`src/rtl/regfile_pkg.sv`:
```
// rtl/regfile_pkg.sv - shared defaults and address types for the scoreboarded register file
package regfile_pkg;

    localparam int DATA_W_DEF = 32;
    localparam int ADDR_W_DEF = 5;
    localparam int NUM_RD_MAX = 4;

    typedef logic [ADDR_W_DEF-1:0] reg_addr_t;

    localparam reg_addr_t ZERO_ADDR = '0;

endpackage

```
`src/rtl/regfile_scoreboard.sv`:
```
// rtl/regfile_scoreboard.sv - pending-producer bits, claim/release priority, count and busy lookup
module regfile_scoreboard
    import regfile_pkg::*;
#(
    parameter int ADDR_W   = ADDR_W_DEF,
    parameter int NUM_RD   = 2,
    parameter int BYPASS   = 1,
    parameter int ZERO_REG = 1
) (
    input  logic                     clock,
    input  logic                     reset_n,
    input  logic [NUM_RD*ADDR_W-1:0] rd_addr,
    output logic [NUM_RD-1:0]        rd_busy,
    input  logic                     wr_en,
    input  logic [ADDR_W-1:0]        wr_addr,
    input  logic                     claim_en,
    input  logic [ADDR_W-1:0]        claim_addr,
    output logic [ADDR_W:0]          pend_cnt,
    output logic                     claim_err
);

    localparam int DEPTH = 2 ** ADDR_W;

    logic [DEPTH-1:0] pend_q, pend_d;
    logic [ADDR_W:0]  pend_cnt_q, pend_cnt_d;
    logic             claim_err_q, claim_err_d;
    logic             zero_claim;

    // Claim beats a same-cycle release; the protected zero entry never becomes pending.
    always_comb begin
        pend_d     = pend_q;
        pend_cnt_d = '0;
        zero_claim = (ZERO_REG != 0) && (claim_addr == ADDR_W'(ZERO_ADDR));
        for (int e = 0; e < DEPTH; e++) begin
            if (claim_en && claim_addr == ADDR_W'(e)) begin
                pend_d[e] = 1'b1;
            end else if (wr_en && wr_addr == ADDR_W'(e)) begin
                pend_d[e] = 1'b0;
            end
        end
        if (ZERO_REG != 0) begin
            pend_d[0] = 1'b0;
        end
        for (int e = 0; e < DEPTH; e++) begin
            pend_cnt_d = pend_cnt_d + {{ADDR_W{1'b0}}, pend_d[e]};
        end
        claim_err_d = claim_en && !zero_claim && pend_q[claim_addr]
                      && !(wr_en && wr_addr == claim_addr);
    end

    // Pending state, its population count and the error pulse all advance together.
    always_ff @(posedge clock) begin
        if (!reset_n) begin
            pend_q      <= '0;
            pend_cnt_q  <= '0;
            claim_err_q <= 1'b0;
        end else begin
            pend_q      <= pend_d;
            pend_cnt_q  <= pend_cnt_d;
            claim_err_q <= claim_err_d;
        end
    end

    // Busy per read port, hidden when a bypassed write-back is retiring that register now.
    always_comb begin
        rd_busy = '0;
        for (int i = 0; i < NUM_RD; i++) begin
            logic [ADDR_W-1:0] a;
            a = rd_addr[i*ADDR_W +: ADDR_W];
            rd_busy[i] = pend_q[a];
            if ((BYPASS != 0) && wr_en && wr_addr == a) begin
                rd_busy[i] = 1'b0;
            end
            if ((ZERO_REG != 0) && a == ADDR_W'(ZERO_ADDR)) begin
                rd_busy[i] = 1'b0;
            end
        end
    end

    assign pend_cnt  = pend_cnt_q;
    assign claim_err = claim_err_q;

endmodule

```
`src/rtl/regfile_sb.sv`:
```
// rtl/regfile_sb.sv - multi-port register file with write bypass and pending scoreboard
module regfile_sb
    import regfile_pkg::*;
#(
    parameter int DATA_W   = DATA_W_DEF,
    parameter int ADDR_W   = ADDR_W_DEF,
    parameter int NUM_RD   = 2,
    parameter int BYPASS   = 1,
    parameter int ZERO_REG = 1
) (
    input  logic                     clock,
    input  logic                     reset_n,
    input  logic [NUM_RD*ADDR_W-1:0] rd_addr,
    output logic [NUM_RD*DATA_W-1:0] rd_data,
    output logic [NUM_RD-1:0]        rd_busy,
    input  logic                     wr_en,
    input  logic [ADDR_W-1:0]        wr_addr,
    input  logic [DATA_W-1:0]        wr_data,
    input  logic                     claim_en,
    input  logic [ADDR_W-1:0]        claim_addr,
    output logic [ADDR_W:0]          pend_cnt,
    output logic                     claim_err
);

    localparam int DEPTH = 2 ** ADDR_W;

    logic [DATA_W-1:0] mem_q [DEPTH];
    logic              wr_zero;

    assign wr_zero = (ZERO_REG != 0) && (wr_addr == ADDR_W'(ZERO_ADDR));

    // Storage: clear everything on reset, otherwise accept the write-back unless it targets r0.
    always_ff @(posedge clock) begin
        if (!reset_n) begin
            for (int e = 0; e < DEPTH; e++) begin
                mem_q[e] <= '0;
            end
        end else if (wr_en && !wr_zero) begin
            mem_q[wr_addr] <= wr_data;
        end
    end

    // Read muxes: stored value, optionally overridden by the in-flight write, r0 pinned to zero.
    always_comb begin
        rd_data = '0;
        for (int i = 0; i < NUM_RD; i++) begin
            logic [ADDR_W-1:0] a;
            a = rd_addr[i*ADDR_W +: ADDR_W];
            rd_data[i*DATA_W +: DATA_W] = mem_q[a];
            if ((BYPASS != 0) && wr_en && wr_addr == a) begin
                rd_data[i*DATA_W +: DATA_W] = wr_data;
            end
            if ((ZERO_REG != 0) && a == ADDR_W'(ZERO_ADDR)) begin
                rd_data[i*DATA_W +: DATA_W] = '0;
            end
        end
    end

    regfile_scoreboard #(
        .ADDR_W   (ADDR_W),
        .NUM_RD   (NUM_RD),
        .BYPASS   (BYPASS),
        .ZERO_REG (ZERO_REG)
    ) u_sb (
        .clock      (clock),
        .reset_n    (reset_n),
        .rd_addr    (rd_addr),
        .rd_busy    (rd_busy),
        .wr_en      (wr_en),
        .wr_addr    (wr_addr),
        .claim_en   (claim_en),
        .claim_addr (claim_addr),
        .pend_cnt   (pend_cnt),
        .claim_err  (claim_err)
    );

endmodule

```
`config.mk`:
```
export PLATFORM = sky130hd
export DESIGN_NAME = regfile_sb
export DESIGN_NICKNAME = d
export VERILOG_FILES = /design/src/rtl/regfile_pkg.sv /design/src/rtl/regfile_scoreboard.sv /design/src/rtl/regfile_sb.sv
export SDC_FILE = /design/constraint.sdc
export NUM_CORES = 2
export LEC_CHECK = 0
export BUFFER_PORTS_ARGS = -buffer_cell sky130_fd_sc_hd__buf_4
export CAP_MARGIN = 20
export CORE_MARGIN = 2
export CORE_UTILIZATION = 58
export CTS_CLUSTER_SIZE = 40
export DETAILED_ROUTE_END_ITERATION = 8
export GPL_TIMING_DRIVEN = 1
export PLACE_DENSITY = 0.79
export SLEW_MARGIN = 30
export SYNTH_ARGS = -nofsm -noshare
export SYNTH_HDL_FRONTEND = slang
export SYNTH_SLANG_ARGS = --single-unit
```
`constraint.sdc`:
```
create_clock -name clock -period 6.95 [get_ports clock]
set_clock_uncertainty 0.05 [all_clocks]
set_input_delay 0 -clock clock [delete_from_list [all_inputs] [get_ports clock]]
set_output_delay 0 -clock clock [all_outputs]
set_load 0.1 [all_outputs]
```
==> results.sh <==
export IMPL_yosys_area_top_type="edfxtp_1"
export IMPL_max_cap_violations=0
export IMPL_status="finished, final reports clean"
export IMPL_gp_congestion=0.9199
export IMPL_htreeDepth=3
export IMPL_die_w_um=322.8
export IMPL_yosysWarnings=0
export IMPL_period_needed_ns=5.578
export IMPL_drtPass1Iterations=6
export IMPL_layout_drive_gt1_share=0.2181
export IMPL_fmax_mhz=179.3
export IMPL_max_slew_margin_rel=0.2899
export IMPL_peakVddDrop_mv=0.2363
export IMPL_cp_end_kind="flop"
export IMPL_clockBufferDepth=3
export IMPL_setup_viol=0
export IMPL_clkTransAtPathRegs_ns=0.06
export IMPL_cp_cell_sequence="dlygate4sd3_1 -> buf_4 -> nor2b_1 -> and2_1 -> nand2_1 -> a22o_1 -> ha_1 -> inv_1 -> fa_1 -> fa_1 -> fa_1 -> fa_1 -> fa_1 -> fa_1 -> inv_1 -> ha_1 -> inv_1 -> fa_1 -> inv_1 -> a21o_1 -> a21oi_1 -> xor2_1 -> nor2_1"
export IMPL_grt_pass1_vias=39680
export IMPL_num_rows=116
export IMPL_drc=0
export IMPL_synth_most_common_cell="edfxtp_1"
export IMPL_syn_inst=4140
export IMPL_drt_iter0_drc=6620
export IMPL_grt_pass1_wl_um=277800
export IMPL_dieArea_um2=104200
export IMPL_synthArstFlopShare=0
export IMPL_crit_required_ns=7.47
export IMPL_cp_arrival_ns=6.10
export IMPL_cpMaxStageDelayCell="dlygate4sd3_1"
export IMPL_syn2layout_area_growth_pct=9.636
export IMPL_syn_cell_area_um2=58960
export IMPL_insertion_delay_ns=0.71
export IMPL_hpwlAfterDp_um=111500
export IMPL_portBuffers=128
export IMPL_finalCritPeriodShare=0.8026
export IMPL_synth_top_area_share=0.5215
export IMPL_ys_top_cells_by_area="edfxtp_1 52%, mux4_2 16%, and2_1 10%"
export IMPL_viasPerCell=7.139
export IMPL_post_place_ws_ns=1.196
export IMPL_via_count=39830
export IMPL_grt_max_degree=105
export IMPL_crit_buf_inv=6
export IMPL_core_area_um2=100400
export IMPL_path_class="primary input to flop"
export IMPL_cp_top_family="adder cells"
export IMPL_ys_seq_area_frac=0.5344
export IMPL_ant_nets=0
export IMPL_hold_violations=0
export IMPL_nets=4213
export IMPL_critPathMaxFanout=9
export IMPL_tightest_slew_ns=1.061
export IMPL_wl_um=194100
export IMPL_synthTopCellsByCount="1,024 x edfxtp_1, 977 x and2_1, 421 x mux4_2"
export IMPL_numCtsBuffers=110
export IMPL_synthFlopType="edfxtp_1"
export IMPL_cts_sinks=1062
export IMPL_cts_tree="built"
export IMPL_layout_setup_ws_ns=1.372
export IMPL_slowest_delay_ns=0.54
export IMPL_power_density_nw_per_um2=243.8
export IMPL_totalNegativeSetupSlack_ns=0
export IMPL_antenna_found_initial=11
export IMPL_synth_cell_type_count=71
export IMPL_cp_common_cell="fa_1"
export IMPL_maxSlewViolCount=0
export IMPL_grt_overflow_total=0
export IMPL_leakagePower_nw=22.80
export IMPL_wl_per_cell_um=34.78
export IMPL_die_h_um=322.8
export IMPL_synth_edf_count=1024
export IMPL_min_path_type="primary input to flop"
export IMPL_gr_usage_all_layers=0.3763
export IMPL_syn_avg_cell_area_um2=14.24
export IMPL_clockRootBuffer="clkbuf_16"
export IMPL_cp_start_kind="primary input"
export IMPL_start_util=0.5871
export IMPL_io_pins=129
export IMPL_rsz0062_at_grt="no"
export IMPL_ys_seq_elements=1062
[final cells by class]
class | instances | area (um^2)
tap | 1357 | 1698
sequential | 1062 | 31510
antenna | 8 | 20.02
multi-input combinational | 2627 | 25510
inverter | 37 | 138.9
timing repair buffer | 287 | 2396
clock buffer | 135 | 2910
clock inverter | 66 | 460.4
fill | 7087 | 35790
[routing by layer]
metal	global-route usage	vias up	wire (um)
met2	0.5614	3432	86820
met4	0.2197	4	12920
met3	0.1310	773	30330
met5	0	-	26
li1	-	15800	-
met1	0.4802	19820	63970
[per-stage QoR]
stage | hold WS [ns] | total power [W] | cell area, um^2 | util | std cells
final | 0.2459 | 0.01576 | 64640 | 0.6436 | 5579
after global routing | 0.2711 | 0.01608 | 64630 | 0.6435 | 5572
after CTS | 0.2337 | 0.01567 | 64610 | 0.6433 | 5571
after detailed placement | 0.2437 | 0.01010 | 60740 | 0.6047 | 5320
after global placement | 0.2456 | 0.01004 | 60720 | 0.6045 | 5320
after floorplan | 0.07470 | 0.009345 | 59080 | - | 4171
[power by group]
group          internal (W)  switching, W
Combinational      0.000840       0.00170
Sequential          0.00736      0.000173
Clock               0.00314       0.00255
Total                0.0113       0.00441
[flip-flops by register name, indices dropped and copies added (netlist names)]
name            flops
mem_q            1024
u_sb.pend_q        31
u_sb.pend_cnt       6
u_sb.claim_err      1
[placed cells by master, fill, tap and decap left out, types with 43 or more instances in the layout]
cell type / instances
a211oi_1: 43
nor3_1: 79
a221oi_1: 50
dlygate4sd3_1: 50
mux4_2: 421
buf_4: 224
nand2_1: 78
and2_1: 977
edfxtp_1: 1024
o22ai_1: 66
nor2_1: 96
mux2i_1: 256
a22oi_1: 52
clkbuf_16: 113
[tightest hold or removal path: stages]
cell and delay [ns]:
dlygate4sd3_1 0.53, buf_4 0.24, o21ai_4 0.10
[final timing paths]
check / end / startpoint / cells after the start / slack (ns)
setup / recovery: u_sb.pend_cnt[4] / wr_addr[1] / 23 / 1.37
hold / removal: mem_q[24][28] / reset_n / 3 / 0.25
setup reg to reg: u_sb.pend_cnt[4] / u_sb.pend_q[2] / 18 / 1.88
hold reg to reg: u_sb.pend_q[19] / u_sb.pend_q[19] / 2 / 0.55
[logic make-up after synthesis]
| logic type | Yosys count | share of synthesized area |
|---|---|---|
| mux | 709 | 0.2167 |
| simple gates | 1398 | 0.1382 |
| fa+ha+maj | 32 | 0.009719 |
| xor+xnor | 17 | 0.002525 |
| compound gates | 439 | 0.05560 |
| buf+inv | 482 | 0.04274 |
| other cells | 1 | 0.00006360 |
| flops | 1062 | 0.5344 |
[timing repair]
action,4_1_cts,5_1_grt
hold buffers,50,0
hold endpoints to repair,1032,0
buffers inserted,0,0
resized for setup,0,0
setup endpoints to repair,0,0
(Power assumes the default switching activity.)
